File: src/rtl/mem_bank_nrw_mask.sv
// mem_bank_nrw_mask
// -----------------
// N-port read/write memory bank with lane-masked writes and registered reads.
// All ports share one clock. When two or more ports write the same entry in
// one cycle, the lowest port index owns every overlapping lane. Lanes that do
// not overlap merge. Each losing port gets a one-cycle rw_collision pulse.
// After reset, a clear sequencer writes INIT_VALUE to every entry before any
// port access is accepted.
//
// Configuration macro:
//   MEM_BANK_NRW_BYPASS_EN  defined   -> write-first forwarding: a read
//                                        returns the merged post-write entry.
//                           undefined -> read-first; no forwarding logic.
//
// Ports (port p occupies slice p of each packed vector):
//   clk           in   single clock for all ports
//   rst_n         in   asynchronous active-low reset
//   rw_en         in   [NPORTS]        per-port access enable
//   rw_wmode      in   [NPORTS]        1 = write, 0 = read
//   rw_addr       in   [NPORTS*AW]     addresses
//   rw_wmask      in   [NPORTS*MW]     write lane masks
//   rw_wdata      in   [NPORTS*WIDTH]  write data
//   rw_rdata      out  [NPORTS*WIDTH]  registered read data
//   rw_collision  out  [NPORTS]        this port lost at least one lane
//   init_done     out                  clear sequence has completed
module mem_bank_nrw_mask #(
  parameter int               NPORTS     = 2,
  parameter int               DEPTH      = 16,
  parameter int               WIDTH      = 64,
  parameter int               MASK_GRAN  = 8,
  parameter logic [WIDTH-1:0] INIT_VALUE = '0,
  localparam int              AW         = $clog2(DEPTH),
  localparam int              MW         = WIDTH / MASK_GRAN
) (
  input  logic                     clk,
  input  logic                     rst_n,
  input  logic [NPORTS-1:0]        rw_en,
  input  logic [NPORTS-1:0]        rw_wmode,
  input  logic [NPORTS*AW-1:0]     rw_addr,
  input  logic [NPORTS*MW-1:0]     rw_wmask,
  input  logic [NPORTS*WIDTH-1:0]  rw_wdata,
  output logic [NPORTS*WIDTH-1:0]  rw_rdata,
  output logic [NPORTS-1:0]        rw_collision,
  output logic                     init_done
);

  typedef enum logic {
    ST_CLEAR = 1'b0,
    ST_READY = 1'b1
  } state_e;

  // DEPTH need not be a power of two, so the address range check is real.
  localparam logic [AW:0]   DEPTH_W  = DEPTH[AW:0];
  localparam logic [AW-1:0] LAST_IDX = AW'(DEPTH - 1);

  state_e            state_q, state_d;
  logic [AW-1:0]     cnt_q, cnt_d;
  logic              clr_we;

  logic [WIDTH-1:0]  mem_q [DEPTH];

  logic [AW-1:0]     addr   [NPORTS];
  logic [MW-1:0]     wmask  [NPORTS];
  logic [WIDTH-1:0]  wdata  [NPORTS];
  logic [NPORTS-1:0] valid;
  logic [NPORTS-1:0] wr;
  logic [NPORTS-1:0] rd;
  logic [NPORTS-1:0] lost;
  logic [WIDTH-1:0]  rd_val [NPORTS];

  logic [WIDTH-1:0]  rdata_q [NPORTS];
  logic [NPORTS-1:0] coll_q;

  // ---------------------------------------------------------------------------
  // Clear sequencer
  // ---------------------------------------------------------------------------
  always_ff @(posedge clk or negedge rst_n) begin
    if (!rst_n) begin
      state_q <= ST_CLEAR;
      cnt_q   <= '0;
    end else begin
      state_q <= state_d;
      cnt_q   <= cnt_d;
    end
  end

  // NOTE: every output of a combinational block gets a default first, so no
  // path leaves a signal unassigned and no latch is inferred.
  always_comb begin
    state_d = state_q;
    cnt_d   = cnt_q;
    clr_we  = 1'b0;
    case (state_q)
      ST_CLEAR: begin
        clr_we = 1'b1;
        if (cnt_q == LAST_IDX) begin
          state_d = ST_READY;
          cnt_d   = '0;
        end else begin
          cnt_d = cnt_q + AW'(1);
        end
      end
      ST_READY: state_d = ST_READY;
      default:  state_d = ST_CLEAR;
    endcase
  end

  assign init_done = (state_q == ST_READY);

  // ---------------------------------------------------------------------------
  // Port decode and collision detection
  // ---------------------------------------------------------------------------
  always_comb begin
    for (int p = 0; p < NPORTS; p++) begin
      addr[p]  = rw_addr[p*AW +: AW];
      wmask[p] = rw_wmask[p*MW +: MW];
      wdata[p] = rw_wdata[p*WIDTH +: WIDTH];
      valid[p] = ({1'b0, addr[p]} < DEPTH_W);
      wr[p]    = init_done & rw_en[p] &  rw_wmode[p] & valid[p];
      rd[p]    = init_done & rw_en[p] & ~rw_wmode[p];
    end
    // A port loses when any lower-indexed port writes a shared lane of the
    // same entry in the same cycle.
    for (int p = 0; p < NPORTS; p++) begin
      lost[p] = 1'b0;
      for (int q = 0; q < NPORTS; q++) begin
        if (q < p && wr[p] && wr[q] && addr[p] == addr[q] &&
            (wmask[p] & wmask[q]) != '0) begin
          lost[p] = 1'b1;
        end
      end
    end
  end

  // ---------------------------------------------------------------------------
  // Storage array
  // ---------------------------------------------------------------------------
  // NOTE: the array has no reset; the clear sequencer initialises it, which
  // keeps it mappable onto RAM macros and avoids a huge reset fan-out.
  always_ff @(posedge clk) begin
    if (clr_we) begin
      mem_q[cnt_q] <= INIT_VALUE;
    end
    // Highest port applied first so port 0's assignment lands last and wins
    // each overlapping lane; disjoint lanes from all ports merge naturally.
    for (int p = NPORTS - 1; p >= 0; p--) begin
      if (wr[p]) begin
        for (int k = 0; k < MW; k++) begin
          if (wmask[p][k]) begin
            mem_q[addr[p]][k*MASK_GRAN +: MASK_GRAN] <=
              wdata[p][k*MASK_GRAN +: MASK_GRAN];
          end
        end
      end
    end
  end

  // ---------------------------------------------------------------------------
  // Read value selection
  // ---------------------------------------------------------------------------
  always_comb begin
    for (int p = 0; p < NPORTS; p++) begin
      rd_val[p] = valid[p] ? mem_q[addr[p]] : '0;
    end
`ifdef MEM_BANK_NRW_BYPASS_EN
    // Forward this cycle's writes, resolved with the same port priority as
    // the array update (port 0 applied last).
    for (int p = 0; p < NPORTS; p++) begin
      for (int q = NPORTS - 1; q >= 0; q--) begin
        if (valid[p] && wr[q] && addr[q] == addr[p]) begin
          for (int k = 0; k < MW; k++) begin
            if (wmask[q][k]) begin
              rd_val[p][k*MASK_GRAN +: MASK_GRAN] =
                wdata[q][k*MASK_GRAN +: MASK_GRAN];
            end
          end
        end
      end
    end
`endif
  end

  // ---------------------------------------------------------------------------
  // Registered read data and collision flags
  // ---------------------------------------------------------------------------
  // NOTE: state registers use non-blocking assignments so every flop samples
  // values from before the edge, independent of statement order.
  always_ff @(posedge clk or negedge rst_n) begin
    if (!rst_n) begin
      rdata_q <= '{default: '0};
      coll_q  <= '0;
    end else begin
      coll_q <= lost;
      for (int p = 0; p < NPORTS; p++) begin
        if (rd[p]) begin
          rdata_q[p] <= rd_val[p];
        end
      end
    end
  end

  always_comb begin
    rw_rdata = '0;
    for (int p = 0; p < NPORTS; p++) begin
      rw_rdata[p*WIDTH +: WIDTH] = rdata_q[p];
    end
  end

  assign rw_collision = coll_q;

endmodule
File: config.mk
export PLATFORM = sky130hd
export DESIGN_NAME = mem_bank_nrw_mask
export DESIGN_NICKNAME = d
export VERILOG_FILES = /design/src/rtl/mem_bank_nrw_mask.sv
export SDC_FILE = /design/constraint.sdc
export NUM_CORES = 2
export LEC_CHECK = 0
export CAP_MARGIN = 20
export CORE_UTILIZATION = 37
export DETAILED_ROUTE_END_ITERATION = 10
export GPL_ROUTABILITY_DRIVEN = 0
export SKIP_CTS_REPAIR_TIMING = 1
export SYNTH_ARGS = -nofsm -noshare
export SYNTH_HDL_FRONTEND = slang
export SYNTH_SLANG_ARGS = --single-unit
File: constraint.sdc
create_clock -name clk -period 2.5 [get_ports clk]
set_input_delay 0.5 -clock clk [delete_from_list [all_inputs] [get_ports clk]]
set_output_delay 0.5 -clock clk [all_outputs]
set_load 0.02 [all_outputs]
==> Word level (Yosys, flattened, before mapping) <==
Memories as Yosys holds them, arrays and structs flattened. A register that Yosys moved wholly into a read port is not among the register bits.
Index checks and enable logic that the tools add are counted.
{ "totals": {"latch_bits": 0, "in_bits": 158, "regBits": 6, "word_cells": 80, "n_memories": 1, "output_inout_bits": 131, "romBits": 0, "ramBits": 1024} }
{ "memory_table": {"columns": ["name", "words", "width", "rd", "rd_ports_with_merged_regs", "write_ports", "line", "text"], "rows": [
  ["mem_q", 16, 64, 2, 2, 2, "60", "logic [WIDTH-1:0] mem_q [DEPTH];"]
]} }
{ "op_classes": {"n_div": 0, "magnitude_cmp": 0, "eq_ne": 2, "bitwise_logic": 10, "mul": 0, "n_reduce_logical": 7, "n_addsub": 1, "shift": 0, "muxes": 56} }
{ "ops": {"columns": ["cell", "n"], "rows": [
  ["$mux W64", 1],
  ["$reduce_or A64 Y1", 1],
  ["$mux W1", 51],
  ["$and A8 B8 Y8", 1],
  ["$mux W4", 2],
  ["$mux W8", 1],
  ["$reduce_bool A8 Y1", 1],
  ["$and A1 B1 Y1", 6],
  ["$add A4 B1 Y4 const B", 1],
  ["$eq A4 B4 Y1", 1],
  ["$eq A4 B4 Y1 const B", 1],
  ["$logic_and A1 B1 Y1", 3],
  ["$not A1 Y1", 3],
  ["$logic_not A1 Y1", 2],
  ["$pmux W1 S2", 1]
]} }

==> Logic depth before layout (Yosys ltp) <==
{ "logic_depth": {"word_depth": 6, "depth_mapped": 8, "mapped_depth_nobuf": 4} }

==> Worst setup path after synthesis <==
OpenSTA, ideal clock, no wires.
{ "synth_path": {"kind": "input to register", "start": "input port rw_wmask[10]", "end": "memory mem_q[0][16] (enable)", "n_path_buf": 2, "required_time_ps": 2116, "cell_stages": 6, "setup_ps": 384, "path_slack_ps": -15, "arrival_ps": 2131, "cell_sequence": "nor4_1 > a21oi_2 > buf_6 > buf_6 > mux2i_1 > o21ai_0"} }
{ "synth_rtl": {"columns": ["item", "line", "text"], "rows": [
  ["start: declaration", "40", "input logic [NPORTS*MW-1:0] rw_wmask,"],
  ["end: declaration", "60", null]
]} }

==> results.txt <==
Mapped Area: 66300 sq um
violated checks: negative setup slack
CP arrival: 2.99 ns
dpl hpwl: 174000 microns
worst path required time: 2.98 ns
Area growth, synth to finish: 26.5%
count leader, synth: edfxtp_1
Power Total: 0.0479 W
Post-synth EDFFs: 1024
Mapped Nets: 4847
via count: 47.9k
H-tree depth reported by CTS: 4
status: finished with violations
Fin Hold WS: 0.239 ns
root buffer cell: clkbuf_16
FMAX: 399 MHz
multi-input logic area: 30500 sq um
cell mode on critical path: buf_4
top post-synthesis cells by count: edfxtp_1 (1024), mux2_2 (1003), mux2i_1 (648)
Synth Flop Type: edfxtp_1
Seq. cell area: 34100 sq um
synth top area cells: edfxtp_1 (46%), mux2_2 (17%), mux2i_1 (9.8%)
endpoint class of the critical path: flop
clk sink count: 1158
# nets final: 5604
CP max FO: 15
vias in the first global route: 48.7k
Peak VDD IR: 0.000445 V
I/O Buffers: 287
Post-DP Area: 79400 sq um
Final setup viols: 4
min cycle time layout: 2.50 ns
post-synth top area share: 46.4%
final WL: 247000 microns
GR Util All Layers: 26.9%
top routing layer used: met5
IO Pins: 289
post-synthesis sequential area ratio: 51.4%
CP max stage delay: 0.60 ns
Slew @ Worst Pin: 0.760 ns
period utilization: 100%
worst setup path category: input port to flop
row count: 154
Mean Syn Cell Area: 14.1 sq um
Hold Fails Final Rpt: 0
first-pass GRT wire length: 352000 microns
max_cap viols: 0
post-synth top area cell: edfxtp_1
GRT overflow: 0
setup ws final: -0.00437 ns
RSZ-0062 raised after global routing: no
number of fill cells: 15.5k
fin. max-slew vios: 0
Min-Delay Path Class: input port to async pin
final setup skew: 0.0309 ns
clock buffer depth: 3
starting density of the core: 37.4%
Clock Latency Late Sink: 0.79 ns
antenna-violating nets left: 0
die height: 425 microns
met1 WL: 100000 microns
largest net degree at the start of global routing: 68
total CTS buffers: 135
Syn Inst Count: 4688
die area: 181000 sq um
Reg clk slew, reported paths: 0.06 ns
CTS tree: yes
routed length on met3: 19700 microns
Power per Cell Area: 572 nW/um^2
met2 WL: 113000 microns
antenna violations before repair: 5
DR iter-0 viols: 5248
share of cells above drive strength 1: 41.6%
crit-path cells: clkdlybuf4s50_1 -> nor4_1 -> buf_4 -> a21oi_4 -> buf_12 -> buf_4 -> mux2i_2 -> buf_4 -> o21ai_1 -> buf_4
Slowest-stage cell, CP: clkdlybuf4s50_1
Final Cell Area: 83800 sq um
DRC: 0
vias per cell: 6.07
Slew headroom: 49.2%
Die W: 425 microns
drt pass-1 iters: 6
FFs w/ async S/R, synth: 11.6%
Leak: 33.7 nW
setup_tns: -0.0150 ns
wire per inst: 31.2 microns
Core Area: 177000 sq um
synthesized flop and latch total: 1158
Yosys cell types: 61
Worst setup SP type: input port
Ys Warns: 0
==> cell usage in the layout, fill, tap and decap left out, types with 15 or more instances in the layout <==
cell,instances
mux2i_2,15
nand3_1,130
o22ai_1,33
clkbuf_16,142
buf_4,488
nor2_2,39
nand2_2,57
mux2_2,1003
nor2_1,25
nand2_1,175
dfrtp_1,132
clkbuf_1,32
mux4_2,197
edfxtp_1,1024
clkinv_2,26
o211ai_1,64
clkinv_1,21
and2_0,59
mux2_1,22
a22oi_1,379
clkdlybuf4s50_1,277
buf_12,265
a32oi_1,64
mux2i_1,632
o21ai_0,71
==> metrics by stage <==
stage	std cells	util, %	setup slack (ns)
floorplan	4688	-	-0.0149
global placement	7647	44.8	-1.52
detailed placement	7647	44.8	-1.36
CTS	7894	47.3	-0.536
global route	7896	47.3	0.0115
finish	7900	47.3	-0.00437
==> worst max-delay path, delay by kind of cell <==
family                 cells  cell delay [ns]
buffers and inverters      6             1.60
and+or+nand+nor            1             0.41
AOI/OAI and AO/OA          2             0.32
muxes                      1             0.15
==> metal layers <==
metal / global-route usage (%) / vias up
li1: - / 20300
met1: 35.6 / 24700
met2: 41.8 / 2369
met3: 5.02 / 535
met4: 14.0 / 2
met5: 0 / -
==> area by class of cell <==
cell class	instances	share of cell area, %
diodes	5	0.0149
clock buffers	182	4.51
clock inverters	65	0.686
inverters	3	0.0134
multi-input cells	3105	36.4
flip-flops and latches	1158	40.7
well taps	2340	3.49
repair buffers	1042	14.2
==> cell families after synthesis <==
kind of cell | count (synthesis) | share of synthesized area [%]
muxes | 1871 | 33.9
DFF | 1158 | 51.4
AOI/OAI and AO/OA | 654 | 7.19
and+or+nand+nor | 573 | 4.53
buffers and inverters | 425 | 2.84
xor gates and xnor gates | 5 | 0.0661
adders and majority gates | 1 | 0.0189
other | 1 | 0.00566
==> final timing paths <==
path / from / to / slack, ns / depth (start not counted)
worst max register to register: init_done / mem_q[3][49] / 0.06 / 9
worst min-delay path: rst_n / rw_rdata[94] / 0.24 / 2
min in group clk: rw_addr[4] / rw_rdata[67] / 0.37 / 5
worst min register to register: rw_rdata[33] / rw_rdata[33] / 0.48 / 2
worst max-delay path: rw_wmask[14] / mem_q[8][35] / -0.004 / 10
max in group asynchronous: rst_n / rw_rdata[5] / 1.51 / 3
==> registers in the layout, summed over array words and instances (netlist names) <==
signal        cells
mem_q          1024
rw_rdata        128
cnt_q             4
init_done         1
rw_collision      1
==> where the power goes <==
| group | switching [W] | leakage, nW | total [W] | internal (W) |
|---|---|---|---|---|
| sequential | 0.000341 | 12.8 | 0.0217 | 0.0214 |
| combinational | 0.00349 | 18.8 | 0.00640 | 0.00292 |
| clock | 0.00836 | 2.14 | 0.0198 | 0.0115 |
| total | 0.0122 | 33.7 | 0.0479 | 0.0357 |
(Power assumes the default switching activity.)
